### src/rtl/demux8_4b_reg_pkg.sv
// -----------------------------------------------------------------------------
// demux8_4b_reg_pkg
// Shared constants for the registered 1-to-8 nibble distributor:
//   SLOTS    - number of output slots (8)
//   PTR_W    - width of a slot index / auto-write pointer (3)
//   SLOT_RST - value every slot register returns to on Reset/Clear (0)
// plus the slot-index to one-hot write-enable decoder.
// -----------------------------------------------------------------------------
package demux8_4b_reg_pkg;

  localparam int SLOTS    = 8;
  localparam int PTR_W    = 3;
  localparam int SLOT_RST = 0;

  // 3-to-8 one-hot decode of a slot index.
  function automatic logic [SLOTS-1:0] dec_onehot(input logic [PTR_W-1:0] idx);
    return SLOTS'(1) << idx;
  endfunction

endpackage

### src/rtl/demux8_4b_reg_slot_reg_en.sv
// -----------------------------------------------------------------------------
// slot_reg_en
// One slot of the distributor bank: a WIDTH-bit register with synchronous
// clear, load enable and a sticky valid bit set by any write.
// Ports:
//   clk_i  - rising-edge clock
//   clr_i  - synchronous clear (Reset or Clear); wins over we_i
//   we_i   - write enable for this slot
//   d_i    - write data
//   q_o    - registered slot contents
//   vld_o  - slot written since last clear
// -----------------------------------------------------------------------------
module slot_reg_en
  import demux8_4b_reg_pkg::*;
#(
  parameter int WIDTH = 4
) (
  input  logic             clk_i,
  input  logic             clr_i,
  input  logic             we_i,
  input  logic [WIDTH-1:0] d_i,
  output logic [WIDTH-1:0] q_o,
  output logic             vld_o
);

  logic [WIDTH-1:0] data_q;
  logic             vld_q;

  always_ff @(posedge clk_i) begin
    if (clr_i) begin
      data_q <= WIDTH'(SLOT_RST);
      vld_q  <= 1'b0;
    end else if (we_i) begin
      data_q <= d_i;
      vld_q  <= 1'b1;
    end
  end

  assign q_o   = data_q;
  assign vld_o = vld_q;

endmodule

### src/rtl/demux8_4b_reg.sv
// -----------------------------------------------------------------------------
// demux8_4b_reg
// Registered 1-to-8 distributor for WIDTH-bit data. Each Load writes D into
// one slot, chosen by {S2,S1,S0} (Auto=0) or by the internal ring pointer Ptr
// (Auto=1, Ptr then advances modulo 8). Priority per edge: Reset > Clear > Load.
// Ports:
//   Clock          - rising-edge clock
//   Reset          - synchronous active-high reset
//   D              - write data
//   S2,S1,S0       - explicit slot select (Auto=0 only)
//   Load           - write strobe, one write per cycle
//   Auto           - 1: write slot Ptr, 0: write slot {S2,S1,S0}
//   Clear          - synchronous flush, same effect as Reset
//   Q0..Q7         - registered slot contents
//   Valid          - bit i set when slot i written since Reset/Clear
//   Ptr            - next auto-write slot
//   Full           - all Valid bits set
//   Overflow       - one-cycle pulse: Auto write hit an already-valid slot
// -----------------------------------------------------------------------------
module demux8_4b_reg
  import demux8_4b_reg_pkg::*;
#(
  parameter int WIDTH = 4
) (
  input  logic             Clock,
  input  logic             Reset,
  input  logic [WIDTH-1:0] D,
  input  logic             S2,
  input  logic             S1,
  input  logic             S0,
  input  logic             Load,
  input  logic             Auto,
  input  logic             Clear,
  output logic [WIDTH-1:0] Q0,
  output logic [WIDTH-1:0] Q1,
  output logic [WIDTH-1:0] Q2,
  output logic [WIDTH-1:0] Q3,
  output logic [WIDTH-1:0] Q4,
  output logic [WIDTH-1:0] Q5,
  output logic [WIDTH-1:0] Q6,
  output logic [WIDTH-1:0] Q7,
  output logic [7:0]       Valid,
  output logic [2:0]       Ptr,
  output logic             Full,
  output logic             Overflow
);

  logic             flush;
  logic [PTR_W-1:0] sel;
  logic [SLOTS-1:0] we;
  logic [SLOTS-1:0] vld;
  logic [WIDTH-1:0] slot_q [SLOTS];

  logic [PTR_W-1:0] ptr_q, ptr_d;
  logic             ovf_q, ovf_d;

  assign flush = Reset | Clear;

  // Select is only decoded under Load, so an undriven S2..S0 while idle
  // never reaches a write enable.
  assign sel = Auto ? ptr_q : {S2, S1, S0};

  always_comb begin
    we    = '0;
    ptr_d = ptr_q;
    ovf_d = 1'b0;
    if (Load) begin
      we = dec_onehot(sel);
      if (Auto) begin
        ptr_d = ptr_q + PTR_W'(1);
        ovf_d = vld[ptr_q];
      end
    end
  end

  always_ff @(posedge Clock) begin
    if (flush) begin
      ptr_q <= '0;
      ovf_q <= 1'b0;
    end else begin
      ptr_q <= ptr_d;
      ovf_q <= ovf_d;
    end
  end

  for (genvar i = 0; i < SLOTS; i++) begin : g_slot
    slot_reg_en #(.WIDTH(WIDTH)) u_slot (
      .clk_i (Clock),
      .clr_i (flush),
      .we_i  (we[i]),
      .d_i   (D),
      .q_o   (slot_q[i]),
      .vld_o (vld[i])
    );
  end

  assign Q0       = slot_q[0];
  assign Q1       = slot_q[1];
  assign Q2       = slot_q[2];
  assign Q3       = slot_q[3];
  assign Q4       = slot_q[4];
  assign Q5       = slot_q[5];
  assign Q6       = slot_q[6];
  assign Q7       = slot_q[7];
  assign Valid    = vld;
  assign Ptr      = ptr_q;
  assign Full     = &vld;
  assign Overflow = ovf_q;

endmodule

### config.mk
export PLATFORM = sky130hd
export DESIGN_NAME = demux8_4b_reg
export DESIGN_NICKNAME = d
export VERILOG_FILES = /design/src/rtl/demux8_4b_reg_pkg.sv /design/src/rtl/demux8_4b_reg_slot_reg_en.sv /design/src/rtl/demux8_4b_reg.sv
export SDC_FILE = /design/constraint.sdc
export NUM_CORES = 1
export LEC_CHECK = 0
export BUFFER_PORTS_ARGS = -buffer_cell sky130_fd_sc_hd__clkbuf_2
export CAP_MARGIN = 20
export CORE_MARGIN = 2
export CORE_UTILIZATION = 47
export DETAILED_ROUTE_END_ITERATION = 8
export PLACE_DENSITY_LB_ADDON = 0.12
export SLEW_MARGIN = 20
export SYNTH_ARGS = -nofsm -noshare
export SYNTH_HDL_FRONTEND = slang
export SYNTH_SLANG_ARGS = --single-unit
### constraint.sdc
create_clock -name Clock -period 3 [get_ports Clock]
set_input_delay 0.3 -clock Clock [delete_from_list [all_inputs] [get_ports Clock]]
set_output_delay 0.3 -clock Clock [all_outputs]
set_load 0.05 [all_outputs]
==> results <==
- The final routed wirelength across all metal layers is ~4300 um.
- The congestion estimate from routability-driven global placement came to 0.790.
- The H-tree was split into 2 levels.
- In this run the standard cell core region covers approximately 0.0040 mm2.
- The DRC violations left is 0.
- In the global route stage, overall resource usage came out at slightly above 20%.
- The number of vias per cell is 5.16.
- The count of hold buffers inserted by post-cts repair is 0.
- The finished cells cover 0.00227 mm2.
- The cell with the biggest individual delay on the critical path is sky130_fd_sc_hd__dfxtp_1.
- The cell count of the worst hold path is 3.
- Of the total power, the share spent switching nets is 25.5%.
- The number of distinct library cells after synthesis is 29.
- The final hold violation count is 0.
- The post-route worst hold slack is 424 ps.
- The detail-routed net length per standard cell is around 15 um.
- The endpoint identified for the worst register-to-register timing path is g_slot[6].u_slot.q_o[2].
- The power share of the clock group is 34.4%.
- The tool flagged a number of max-cap violations equal to 0.
- The insertion delay of the later-clocked pin in the worst-skew pair is 290 ps.
- Measured in cells, the most critical reg-to-reg path has a length of 3.
- The post-synthesis to final-layout area growth is 17.1%.
- The start point of the worst hold path is Reset.
- In this run, post-CTS repair resized a total of 0 instances.
- Counting every sink on the clock net gives 44.
- The antenna diode instance count is 0.
- Buffers placed on the I/O ports in this run total 56.
- The first routing iteration left between 50 and 60 violations.
- The finished layout holds 280 standard cells, fillers aside.
- Of the total power, combinational logic draws 9.3%.
- Based on the critical path, the design can be clocked at up to 0.658 GHz.
- The share of final-layout standard cells stronger than drive strength 1 is between 30% and 40%.
- Dividing the final minimum period by the clock period gives between 50% and 60%.
- STA puts the critical path data arrival time at 1740 ps.
- Yosys attributes the largest share of cell area to sky130_fd_sc_hd__dfxtp_1, sky130_fd_sc_hd__mux2i_1, sky130_fd_sc_hd__nand2_1, sky130_fd_sc_hd__o211ai_4, sky130_fd_sc_hd__buf_4.
- In the final timing run, aggregate negative setup slack is 0 ps.
- The area of placed instances is 0.00219 mm2.
- The worst clock skew is 5.97 ps.
- The final route contains 1445 vias.
- VDD sags by at most around 0.00025 V.
- The initial antenna violation count is 0.
- The die footprint is ~0.0047 mm2.
- The total global routing overflow is 0.
- In this design, the stage delay of the slowest critical-path cell is 540 ps.
- Internal power comes to 0.786 mW.
- The smallest clock period supported by the final layout is computed as 1520 ps.
- Averaged over all synthesized cells, the footprint is 10.7 um2.
- The class of the most critical hold timing path is input pin to register.
- The count of standard-cell rows is 23.
- STA classifies the critical path startpoint as a register.
- Yosys printed 0 warnings.
- Counting every instance in the synthesized netlist gives 181.
- STA puts the critical path data required time at around 3200 ps.
- The first global-routing pass estimated 6890 um of wire.
- For this design the static power due to leakage is 1.11 nW.
- The biggest area contributor in the post-synthesis netlist is sky130_fd_sc_hd__dfxtp_1.
- Entering global routing, the biggest net connects 22 pins.
- The I/O pin count is 57.
- Setup repair after global routing left no endpoint under its margin.
- The first detailed-routing pass ran for 4 iterations.
- The buffer levels on the longest clock path is 2.
- The antenna violation net count after detailed routing is 0.
- The cell count after placement is 272.
- The count of final max-slew check failures is 0.
- The category of the critical setup timing path is register to register.
- The relative max-transition margin is between 70% and 80%.
- Setup violations remaining at the end of the flow were counted as 0.
- The clock tree root driver cell is sky130_fd_sc_hd__clkbuf_8.
- The number of fillers in the final layout is 362.
- The launch instance of the worst register-to-register path is Ptr[0].
- The chip height is 68.3 um.
- The synthesized design contains 44 register bits.
- TritonCTS built the clock tree.
- Synthesis produced a netlist with a net count of 194.
- In this run the register-to-register setup slack is 1480 ps.
- STA classifies the critical path endpoint as a register.
- The via count of the first global-routing pass is 1389.
- Dividing total power by cell area gives a power density of 464 mW/mm2.
- For this run, the post-layout net count is roughly 240.
- Of all nets on the critical path, the largest fanout is 9.
- The analysis attributes to net switching a power of 0.269 mW.
- After synthesis, the largest area contributor takes up 45.3% of total cell area.
- Sequential elements use 45.3% of the synthesized area.
- From left edge to right edge, the die measures about 68 um.
- The number of buffers created by CTS is 5.
- The flow ran to the end, and the final reports show no timing, DRC or antenna violations.
- Once the floorplan was initialized, standard cells occupied 48.6% of the core.
- The number of setup buffers added after CTS is 0.
- Sequential cells burn between 50% and 60% of the power.
- The signal on the critical path passes through and3b_1, o211ai_2, mux2i_1.
- The end of the worst hold path is g_slot[7].u_slot.vld_o.
- The cell area that synthesis handed to floorplanning was 0.00194 mm2.
- The clock transition at the registers of the reported paths is roughly 80 ps.
- The detailed placement HPWL is 3170 um.
- At the pin with the least slew margin, the transition time is 431 ps.
## through the flow
step,util (%),power [mW],setup slack [ps]
floorplan,-,0.681,1260
global placement,54.7,0.703,1480
detailed placement,54.7,0.706,1430
CTS,56.9,1.07,1460
global route,56.9,1.10,1390
finish,56.9,1.05,1480
## logic make-up after synthesis
group / count (synthesis) / share of synthesized area, %
adders and majority gates: 1 / 0.644
and+or+nand+nor: 56 / 14.3
AOI/OAI and AO/OA: 18 / 10.4
xor gates and xnor gates: 2 / 0.902
buffers and inverters: 23 / 7.02
DFF: 44 / 45.3
muxes: 37 / 21.4
## power by group through the flow
stage	combinational (mW)	sequential, mW	clock (mW)
floorplan	0.0614	0.620	0
global placement	0.0960	0.607	0
detailed placement	0.0981	0.608	0
CTS	0.0984	0.594	0.373
global route	0.105	0.595	0.395
finish	0.0979	0.594	0.363
## worst max path at each step
stage / from / endpoint / depth (start not counted)
after floorplan: Ptr[0] / Overflow / 4
after global placement: Auto / g_slot[5].u_slot.vld_o / 4
after detailed placement: Auto / g_slot[3].u_slot.q_o[1] / 4
after CTS: Ptr[0] / g_slot[6].u_slot.q_o[0] / 3
after global routing: Ptr[0] / g_slot[6].u_slot.q_o[3] / 3
final: Ptr[0] / g_slot[6].u_slot.q_o[2] / 3
## cells in the mapped netlist
cell type	number
sky130_fd_sc_hd__buf_4	8
sky130_fd_sc_hd__clkbuf_1	2
sky130_fd_sc_hd__o211a_1	2
sky130_fd_sc_hd__inv_1	6
sky130_fd_sc_hd__mux2i_4	1
sky130_fd_sc_hd__nor3_1	1
sky130_fd_sc_hd__nor2_1	4
sky130_fd_sc_hd__nor3_4	1
sky130_fd_sc_hd__nand4_1	2
sky130_fd_sc_hd__ha_1	1
sky130_fd_sc_hd__nor3b_2	3
sky130_fd_sc_hd__a21oi_1	7
sky130_fd_sc_hd__nand2_1	38
sky130_fd_sc_hd__or2_2	1
sky130_fd_sc_hd__buf_1	1
sky130_fd_sc_hd__o211ai_4	5
sky130_fd_sc_hd__nand3_1	2
sky130_fd_sc_hd__o21a_1	2
sky130_fd_sc_hd__dfxtp_1	44
sky130_fd_sc_hd__buf_6	2
sky130_fd_sc_hd__and3b_1	3
sky130_fd_sc_hd__o211ai_2	2
sky130_fd_sc_hd__mux2_2	1
sky130_fd_sc_hd__mux2i_1	33
sky130_fd_sc_hd__and3_1	1
sky130_fd_sc_hd__xor2_1	2
sky130_fd_sc_hd__buf_2	3
sky130_fd_sc_hd__clkbuf_2	1
sky130_fd_sc_hd__mux4_1	2
## cells in the final DEF, fill, tap and decap left out, drive strengths merged, types with 2 or more instances in the layout
master  count
nor2        4
and3b       3
xor2        2
nor3        2
dfxtp      44
inv         6
nor3b       3
o211a       2
a21oi       7
nand3       2
buf         2
clkbuf     63
mux2i      34
o21a        2
nand2      38
mux4        2
nand4       2
o211ai      7
## routing by layer
| layer | part of all wire [%] | vias to the layer above | global-route usage, % |
|---|---|---|---|
| met5 | 0 | - | 0 |
| li1 | - | 712 | - |
| met4 | 2.8 | 0 | 9.50 |
| met3 | 4.3 | 11 | 5.76 |
| met1 | 45 | 676 | 25.4 |
| met2 | 48 | 46 | 33.6 |
## cell type report
cell class | instances | area (um2) | area share (%)
clock inverters | 1 | 8.76 | 0.385
clock buffers | 7 | 76.3 | 3.36
multi-input cells | 114 | 928 | 40.8
well taps | 50 | 62.6 | 2.75
flip-flops and latches | 44 | 881 | 38.7
repair buffers | 58 | 295 | 13.0
inverters | 6 | 22.5 | 0.990
## state kept, by name (all words and copies together), names as in the netlist
| register | count |
|---|---|
| g_slot.u_slot.q_o | 32 |
| g_slot.u_slot.vld_o | 8 |
| Ptr | 3 |
| Overflow | 1 |
## worst max-delay path, delay by kind of cell, from the launching register on
family | cells | cell delay (ps)
AOI/OAI and AO/OA | 1 | 400
and+or+nand+nor | 1 | 280
DFF | 1 | 540
muxes | 1 | 230
Note: power is estimated with default switching activity, not from simulation.
